`src/rtl/mem_access_ctrl.sv`:
```
// Purpose: sequences one CPU load/store into a synchronous RAM (SETUP, strobe, DONE).
// Latency: done in the cycle after edge N+1+WAIT_CYCLES (N = request edge); out-of-range after N+1.
// Backpressure: busy is high outside IDLE; requests arriving while busy are dropped, not queued.
module mem_access_ctrl #(
  parameter int WAIT_CYCLES = 1,
  parameter int MEM_WORDS   = 512
) (
  input  logic        clk,
  input  logic        clr,
  input  logic        req_read,
  input  logic        req_write,
  input  logic [31:0] addr_in,
  input  logic [31:0] wdata_in,
  output logic [31:0] rdata_out,
  output logic        busy,
  output logic        done,
  output logic        addr_err,
  output logic [31:0] ram_address,
  output logic [31:0] ram_data_in,
  output logic        ram_read,
  output logic        ram_write,
  input  logic [31:0] ram_data_out
);

  localparam logic [1:0] S_IDLE   = 2'd0;
  localparam logic [1:0] S_SETUP  = 2'd1;
  localparam logic [1:0] S_ACCESS = 2'd2;
  localparam logic [1:0] S_DONE   = 2'd3;

  localparam logic [31:0] MEM_LIMIT = 32'(MEM_WORDS);
  localparam logic [3:0]  CNT_LOAD  = 4'(WAIT_CYCLES - 1);

  logic [1:0]  state_q, state_d;
  logic [31:0] mar_q, mar_d;
  logic [31:0] mdr_q, mdr_d;
  logic        is_wr_q, is_wr_d;
  logic [3:0]  cnt_q, cnt_d;
  logic [31:0] rdata_q, rdata_d;
  logic        busy_q, busy_d;
  logic        done_q, done_d;
  logic        err_q, err_d;
  logic        rd_q, rd_d;
  logic        wr_q, wr_d;

  // MAR/MDR feed the RAM directly, so address and write data stay put from
  // SETUP through DONE and keep their last values while idle.
  assign ram_address = mar_q;
  assign ram_data_in = mdr_q;
  assign rdata_out   = rdata_q;
  assign busy        = busy_q;
  assign done        = done_q;
  assign addr_err    = err_q;
  assign ram_read    = rd_q;
  assign ram_write   = wr_q;

  // Next-state logic; strobes, done and addr_err are computed one cycle ahead
  // so every output comes straight from a flop.
  always_comb begin
    state_d = state_q;
    mar_d   = mar_q;
    mdr_d   = mdr_q;
    is_wr_d = is_wr_q;
    cnt_d   = cnt_q;
    rdata_d = rdata_q;
    busy_d  = busy_q;
    done_d  = 1'b0;
    err_d   = 1'b0;
    rd_d    = 1'b0;
    wr_d    = 1'b0;
    case (state_q)
      S_IDLE: begin
        if (req_read || req_write) begin
          mar_d   = addr_in;
          mdr_d   = wdata_in;
          is_wr_d = req_write;   // write wins when both are requested
          busy_d  = 1'b1;
          state_d = S_SETUP;
        end
      end
      S_SETUP: begin
        if (mar_q < MEM_LIMIT) begin
          cnt_d   = CNT_LOAD;
          rd_d    = !is_wr_q;
          wr_d    = is_wr_q;
          state_d = S_ACCESS;
        end else begin
          done_d  = 1'b1;
          err_d   = 1'b1;
          state_d = S_DONE;
        end
      end
      S_ACCESS: begin
        if (cnt_q == 4'd0) begin
          done_d  = 1'b1;
          if (!is_wr_q) begin
            rdata_d = ram_data_out;
          end
          state_d = S_DONE;
        end else begin
          cnt_d = cnt_q - 4'd1;
          rd_d  = !is_wr_q;
          wr_d  = is_wr_q;
        end
      end
      default: begin
        busy_d  = 1'b0;
        state_d = S_IDLE;
      end
    endcase
  end

  // State and output registers; clr aborts any access in flight.
  always_ff @(posedge clk) begin
    if (clr) begin
      state_q <= S_IDLE;
      mar_q   <= '0;
      mdr_q   <= '0;
      is_wr_q <= 1'b0;
      cnt_q   <= '0;
      rdata_q <= '0;
      busy_q  <= 1'b0;
      done_q  <= 1'b0;
      err_q   <= 1'b0;
      rd_q    <= 1'b0;
      wr_q    <= 1'b0;
    end else begin
      state_q <= state_d;
      mar_q   <= mar_d;
      mdr_q   <= mdr_d;
      is_wr_q <= is_wr_d;
      cnt_q   <= cnt_d;
      rdata_q <= rdata_d;
      busy_q  <= busy_d;
      done_q  <= done_d;
      err_q   <= err_d;
      rd_q    <= rd_d;
      wr_q    <= wr_d;
    end
  end

endmodule

```
`config.mk`:
```
export PLATFORM = sky130hd
export DESIGN_NAME = mem_access_ctrl
export DESIGN_NICKNAME = d
export VERILOG_FILES = /design/src/rtl/mem_access_ctrl.sv
export SDC_FILE = /design/constraint.sdc
export NUM_CORES = 1
export LEC_CHECK = 0
export CORE_ASPECT_RATIO = 1.5
export CORE_MARGIN = 1.5
export CORE_UTILIZATION = 30
export CTS_BUF_LIST = sky130_fd_sc_hd__clkbuf_16
export CTS_CLUSTER_DIAMETER = 40
export DETAILED_ROUTE_END_ITERATION = 8
export PLACE_DENSITY = 0.61
export SLEW_MARGIN = 20
export SYNTH_ARGS = -nofsm -noshare
export SYNTH_HDL_FRONTEND = slang
export SYNTH_SLANG_ARGS = --single-unit
```
`constraint.sdc`:
```
create_clock -name clk -period 2.2 [get_ports clk]
set_input_delay 0.44 -clock clk [delete_from_list [all_inputs] [get_ports clk]]
set_output_delay 0.44 -clock clk [all_outputs]
set_load 0.02 [all_outputs]
```
==> impl_metrics.tcl, run 1 <==
set metrics [dict create \
    cp_max_fo 6 \
    synth_seq_cells 108 \
    fin_skew_ps 11.1 \
    fin_setup_tns_ps 0 \
    final_hold_viol_count 0 \
    worstSetupStartpoint "ram_address[25]" \
    final_nets 790 \
    insertion_delay_ps 350 \
    drt-initial-drc-count 160 \
    rsz0062_at_grt "false" \
    postSynthCellCount 496 \
    syn_area_um2 3930 \
    timing.final.max_slew_violations 0 \
    io_pins 201 \
    drc_errors 0 \
    syn_nets 602 \
    cts_max_level 3 \
    numPortBuffers 200 \
    hold_buffers 0 \
    cts-root-buf "clkbuf_16" \
    arrival_ps 2160 \
    ys_warn_count 0 \
    setup_viol 0 \
    dieHeight_um 143 \
    fp.coreArea_um2 12900 \
    slowest_stage "or4_1" \
    grt_pass1_wl_um 17600 \
    cts_buffers 9 \
    irDropWorstVdd_v 0.000461 \
    dr.pass1.iters 4 \
    syn_area_per_cell_um2 7.91 \
    gp_congestion 0.741 \
    initial_core_util 0.305 \
    outcome "finished clean" \
    seq_area_frac_synth 0.551 \
    wl_per_cell_um 13.5 \
    worstPathCellList "nor4_1 > and4_1 > a31oi_4 > or4_1 > a21oi_1" \
    grt_max_degree 46 \
    r2r_slack_ps 310 \
    critPathCapture "cnt_q[3]" \
    drive_above_1_share 0.0479 \
    vias_per_cell 4.61 \
    maxCapViolations 0 \
    antenna_found_initial 0 \
    min_path_type "reg -> reg" \
    layout_min_cycle_time_ps 1890 \
    worst_r2r_path_depth 5 \
    cp-start-kind "flip-flop" \
    grt_usage 0.164 \
    clk_pin_slew_ps 70 \
    overflow 0 \
    std_cell_rows 51 \
    layout_commonest_cell "clkdlybuf4s50_1" \
    relSlewSlack 0.678 \
    fin_crit_sh 0.857 \
    vias 3907 \
    wl_um 11400 \
    cts_setup_buffers 0 \
    worst_hold_slack_ps 453 \
    clk_path_buf_depth 2 \
    cts_tree "done" \
    die_x_um 96.4 \
    ant_nets 0 \
    path_class "reg -> reg" \
    final_cell_mix "clkdlybuf4s50_1, nand2_1, dfxtp_1, a21oi_1, nor2_1" \
    required_ps 2480 \
    worst_pin_slew_ps 479 \
    antenna_cells 0 \
    clkSinkCount 108 \
    fmax_mhz 530 \
    p_per_area_nw_per_um2 1190 \
    cts-resized-gates 0 \
    post-dp-hpwl_um 8190 \
    r2r-start "ram_address[25]" \
    cp-end-kind "flip-flop" \
    max_stage_delay_ps 470 \
    regArea_um2 2160 \
    dieArea_um2 13800 \
    p_leak_nw 2.38 \
    fill_cells 1212 \
    multi_input_area_um2 1640 \
    grt_pass1_vias 3686 \
    r2r_end "cnt_q[3]" \
    synthDistinctLibCells 32 \
    area_growth_pct 64.7 \
]
-- flip-flops by register name (all words and copies together), names as in the netlist --
name,cells
busy,1
ram_write,1
done,1
ram_address,32
ram_read,1
cnt_q,4
addr_err,1
state_q,2
is_wr_q,1
rdata_out,32
ram_data_in,32
-- per-layer routing --
| layer | vias to the layer above | track usage | share of wire |
|---|---|---|---|
| li1 | 1982 | - | - |
| met1 | 1775 | 0.183 | 0.39 |
| met2 | 135 | 0.286 | 0.51 |
| met3 | 15 | 0.0575 | 0.082 |
| met4 | 0 | 0.0542 | 0.016 |
| met5 | - | 0 | 0 |
-- how the worst min path moves through the flow --
stage                           endpoint  slack (ps)           start  cells past startpoint
after global routing       rdata_out[16]         470   rdata_out[16]                      2
after floorplan                 ram_read         430         is_wr_q                      1
after CTS                  rdata_out[16]         460   rdata_out[16]                      2
after detailed placement    rdata_out[4]         450    rdata_out[4]                      2
final                       rdata_out[4]         450    rdata_out[4]                      2
after global placement    ram_address[4]         440  ram_address[4]                      2
-- per-stage QoR --
stage / cells / utilization / power, mW / setup WS, ps / instance area (um^2)
CTS: 848 / 0.502 / 7.83 / 324 / 6460
floorplan: 496 / - / 4.52 / 349 / 3930
global placement: 832 / 0.477 / 5.99 / 314 / 6140
global route: 848 / 0.502 / 8.22 / 221 / 6460
finish: 848 / 0.502 / 7.71 / 314 / 6460
detailed placement: 832 / 0.477 / 6.05 / 266 / 6140
-- report_power, final --
group          total (mW)  internal (mW)  switching, mW
combinational        3.32           1.47           1.85
sequential           2.65           2.40          0.250
clock                1.74           1.00          0.736
total                7.71           4.88           2.83
-- logic make-up after synthesis --
group	count (synthesis)	share of synthesized area
AND/OR/NAND/NOR	228	0.236
flip-flops	108	0.551
adder cells (fa/ha/maj)	6	0.0191
multiplexers	1	0.00255
buffers and inverters	39	0.0373
AO/OA/AOI/OAI	114	0.154
-- cell type report --
type                    instances  area share
flip-flops and latches        108       0.334
clock inverters                 7      0.0151
well taps                     159      0.0308
multi-input cells             349       0.253
repair buffers                209       0.327
clock buffers                   9      0.0348
inverters                       7     0.00406
-- cell usage after synthesis --
cell | instances | area share
a21boi_0 | 1 | 0.0019
and3_1 | 1 | 0.0016
nand3_1 | 3 | 0.0038
and2b_1 | 1 | 0.0019
ha_1 | 6 | 0.019
o21ai_0 | 2 | 0.0026
nor2_1 | 11 | 0.011
or4_1 | 2 | 0.0038
or4_4 | 2 | 0.0057
nand2_1 | 196 | 0.19
nor2b_1 | 1 | 0.0016
nor3_1 | 2 | 0.0026
mux2i_1 | 1 | 0.0026
a21o_1 | 1 | 0.0019
o31ai_1 | 1 | 0.0019
nor2_4 | 1 | 0.0029
a21bo_2 | 1 | 0.0026
nand2b_1 | 1 | 0.0016
inv_1 | 7 | 0.0067
or3_1 | 1 | 0.0016
o21ai_1 | 2 | 0.0026
clkbuf_1 | 31 | 0.030
o21bai_1 | 1 | 0.0019
nor4_1 | 3 | 0.0048
nand3b_1 | 1 | 0.0019
nor3b_1 | 1 | 0.0019
dfxtp_1 | 108 | 0.55
o32ai_1 | 1 | 0.0022
buf_1 | 1 | 0.00096
a31oi_4 | 1 | 0.0054
a21oi_1 | 103 | 0.13
and4_1 | 1 | 0.0022
-- critical path, delay by kind of cell, from the launching register on --
family / cells / cell delay (ps)
AO/OA/AOI/OAI: 2 / 280
AND/OR/NAND/NOR: 3 / 1220
flip-flops: 1 / 330
(Power assumes the default switching activity.)
==> run 2, diff against run 1 <==
--- a/config.mk
+++ b/config.mk
@@ -5,13 +5,12 @@
 export SDC_FILE = /design/constraint.sdc
 export NUM_CORES = 1
 export LEC_CHECK = 0
-export CORE_ASPECT_RATIO = 1.5
 export CORE_MARGIN = 1.5
-export CORE_UTILIZATION = 30
+export CORE_UTILIZATION = 40
 export CTS_BUF_LIST = sky130_fd_sc_hd__clkbuf_16
 export CTS_CLUSTER_DIAMETER = 40
 export DETAILED_ROUTE_END_ITERATION = 8
-export PLACE_DENSITY = 0.61
+export PLACE_DENSITY = 0.79
 export SLEW_MARGIN = 20
 export SYNTH_ARGS = -nofsm -noshare
 export SYNTH_HDL_FRONTEND = slang
==> impl_metrics.tcl, run 2 (synthesized netlist as in run 1, its figures left out) <==
set metrics [dict create \
    fmax_mhz 539 \
    fin_setup_tns_ps 0 \
    drt-initial-drc-count 123 \
    final_cell_mix "clkdlybuf4s50_1, nand2_1, dfxtp_1, a21oi_1, nor2_1" \
    cts-resized-gates 0 \
    grt_pass1_vias 3872 \
    area_growth_pct 62.5 \
    final_nets 790 \
    insertion_delay_ps 340 \
    wl_per_cell_um 14.0 \
    final_hold_viol_count 0 \
    dpl.cell_count 802 \
    ant_nets 0 \
    dr.pass1.iters 4 \
    p_per_area_nw_per_um2 1180 \
    fin_skew_ps 7.05 \
    hold_buffers 0 \
    post-dp-hpwl_um 8310 \
    wl_um 11500 \
    grt_pass1_wl_um 18000 \
    p_leak_nw 2.36 \
    fill_cells 780 \
    multi_input_area_um2 1640 \
    std_cell_rows 35 \
    layout_commonest_cell "clkdlybuf4s50_1" \
    maxCapViolations 0 \
    die_x_um 102 \
    cp-end-kind "flip-flop" \
    post-route-util 0.681 \
    rsz0062_at_grt "false" \
    overflow 0 \
    drive_above_1_share 0.0493 \
    gp_congestion 0.790 \
    vias_per_cell 4.86 \
    cp-start-kind "flip-flop" \
    clk_path_buf_depth 2 \
    required_ps 2470 \
    clk_pin_slew_ps 70 \
    cts_max_level 3 \
    timing.final.max_slew_violations 0 \
    r2r_end "cnt_q[3]" \
    cts_tree "done" \
    placed_area_um2 6080 \
    vias 3975 \
    grt_usage 0.217 \
    cp_max_fo 6 \
    antenna_cells 0 \
    min_path_type "reg -> reg" \
    relSlewSlack 0.622 \
    clkSinkCount 108 \
    fin_cells 818 \
    cts_setup_buffers 0 \
    dieHeight_um 102 \
    drc_errors 0 \
    regArea_um2 2160 \
    hold_depth 2 \
    arrival_ps 2120 \
    design_area_um2 6380 \
    cts-root-buf "clkbuf_16" \
    power_mw 7.56 \
    fin_crit_sh 0.843 \
    cts_buffers 9 \
    worst_r2r_path_depth 5 \
    initial_core_util 0.419 \
    fp.coreArea_um2 9370 \
    dieArea_um2 10400 \
    worst_pin_slew_ps 567 \
    r2r_slack_ps 350 \
    layout_min_cycle_time_ps 1850 \
    hold_path_end "ram_data_in[28]" \
    outcome "finished clean" \
    r2r-start "ram_address[13]" \
    io_pins 201 \
    path_class "reg -> reg" \
    irDropWorstVdd_v 0.000523 \
    numPortBuffers 200 \
    antenna_found_initial 0 \
    holdCritStartpoint "ram_data_in[28]" \
    setup_viol 0 \
    grt_max_degree 55 \
]
-- run 2: cell count changes in the layout (fill, tap and decap cells not counted), sizes merged --
cell | previous run | this run
bufinv | 2 | 1
clkinvlp | 1 | 0
clkinv | 1 | 4
inv | 10 | 9
-- run 2: where the power goes --
group / internal, mW / switching (mW)
Sequential: 2.40 / 0.258
Combinational: 1.43 / 1.86
Clock: 0.891 / 0.722
-- run 2: metrics by stage --
step	hold slack, ps	worst slack [ps]
after floorplan	426	349
after global placement	441	357
after detailed placement	446	353
after CTS	456	332
after global routing	476	202
final	452	345
-- run 2: worst max-delay path by stage --
stage / startpoint / to / slack, ps / cells after the start
detailed placement: ram_address[13] / cnt_q[3] / 350 / 5
global placement: ram_address[13] / cnt_q[3] / 360 / 5
floorplan: ram_address[13] / cnt_q[3] / 350 / 5
finish: ram_address[13] / cnt_q[3] / 350 / 5
CTS: ram_address[13] / cnt_q[3] / 330 / 5
global route: ram_address[31] / cnt_q[3] / 200 / 5
-- run 2: area by class of cell --
class                      instances  share of cell area
tap                              129              0.0253
clock buffer                       9              0.0353
sequential                       108               0.339
clock inverter                     7              0.0118
timing repair buffer             209               0.328
multi-input combinational        349               0.257
inverter                           7             0.00412
-- run 2: metal layers --
metal / wire (um) / GRT usage / up-vias
li1: - / - / 1983
met5: 0 / 0 / -
met3: 714 / 0.0547 / 26
met1: 4400 / 0.241 / 1841
met2: 6030 / 0.397 / 125
met4: 335 / 0.0843 / 0
-- run 2: critical path, stage by stage, from the launching register on --
cell     delay (ps)
dfxtp_1         330
or4_4           540
nor2_4          180
a31oi_4         120
or4_1           470
a21oi_1         150
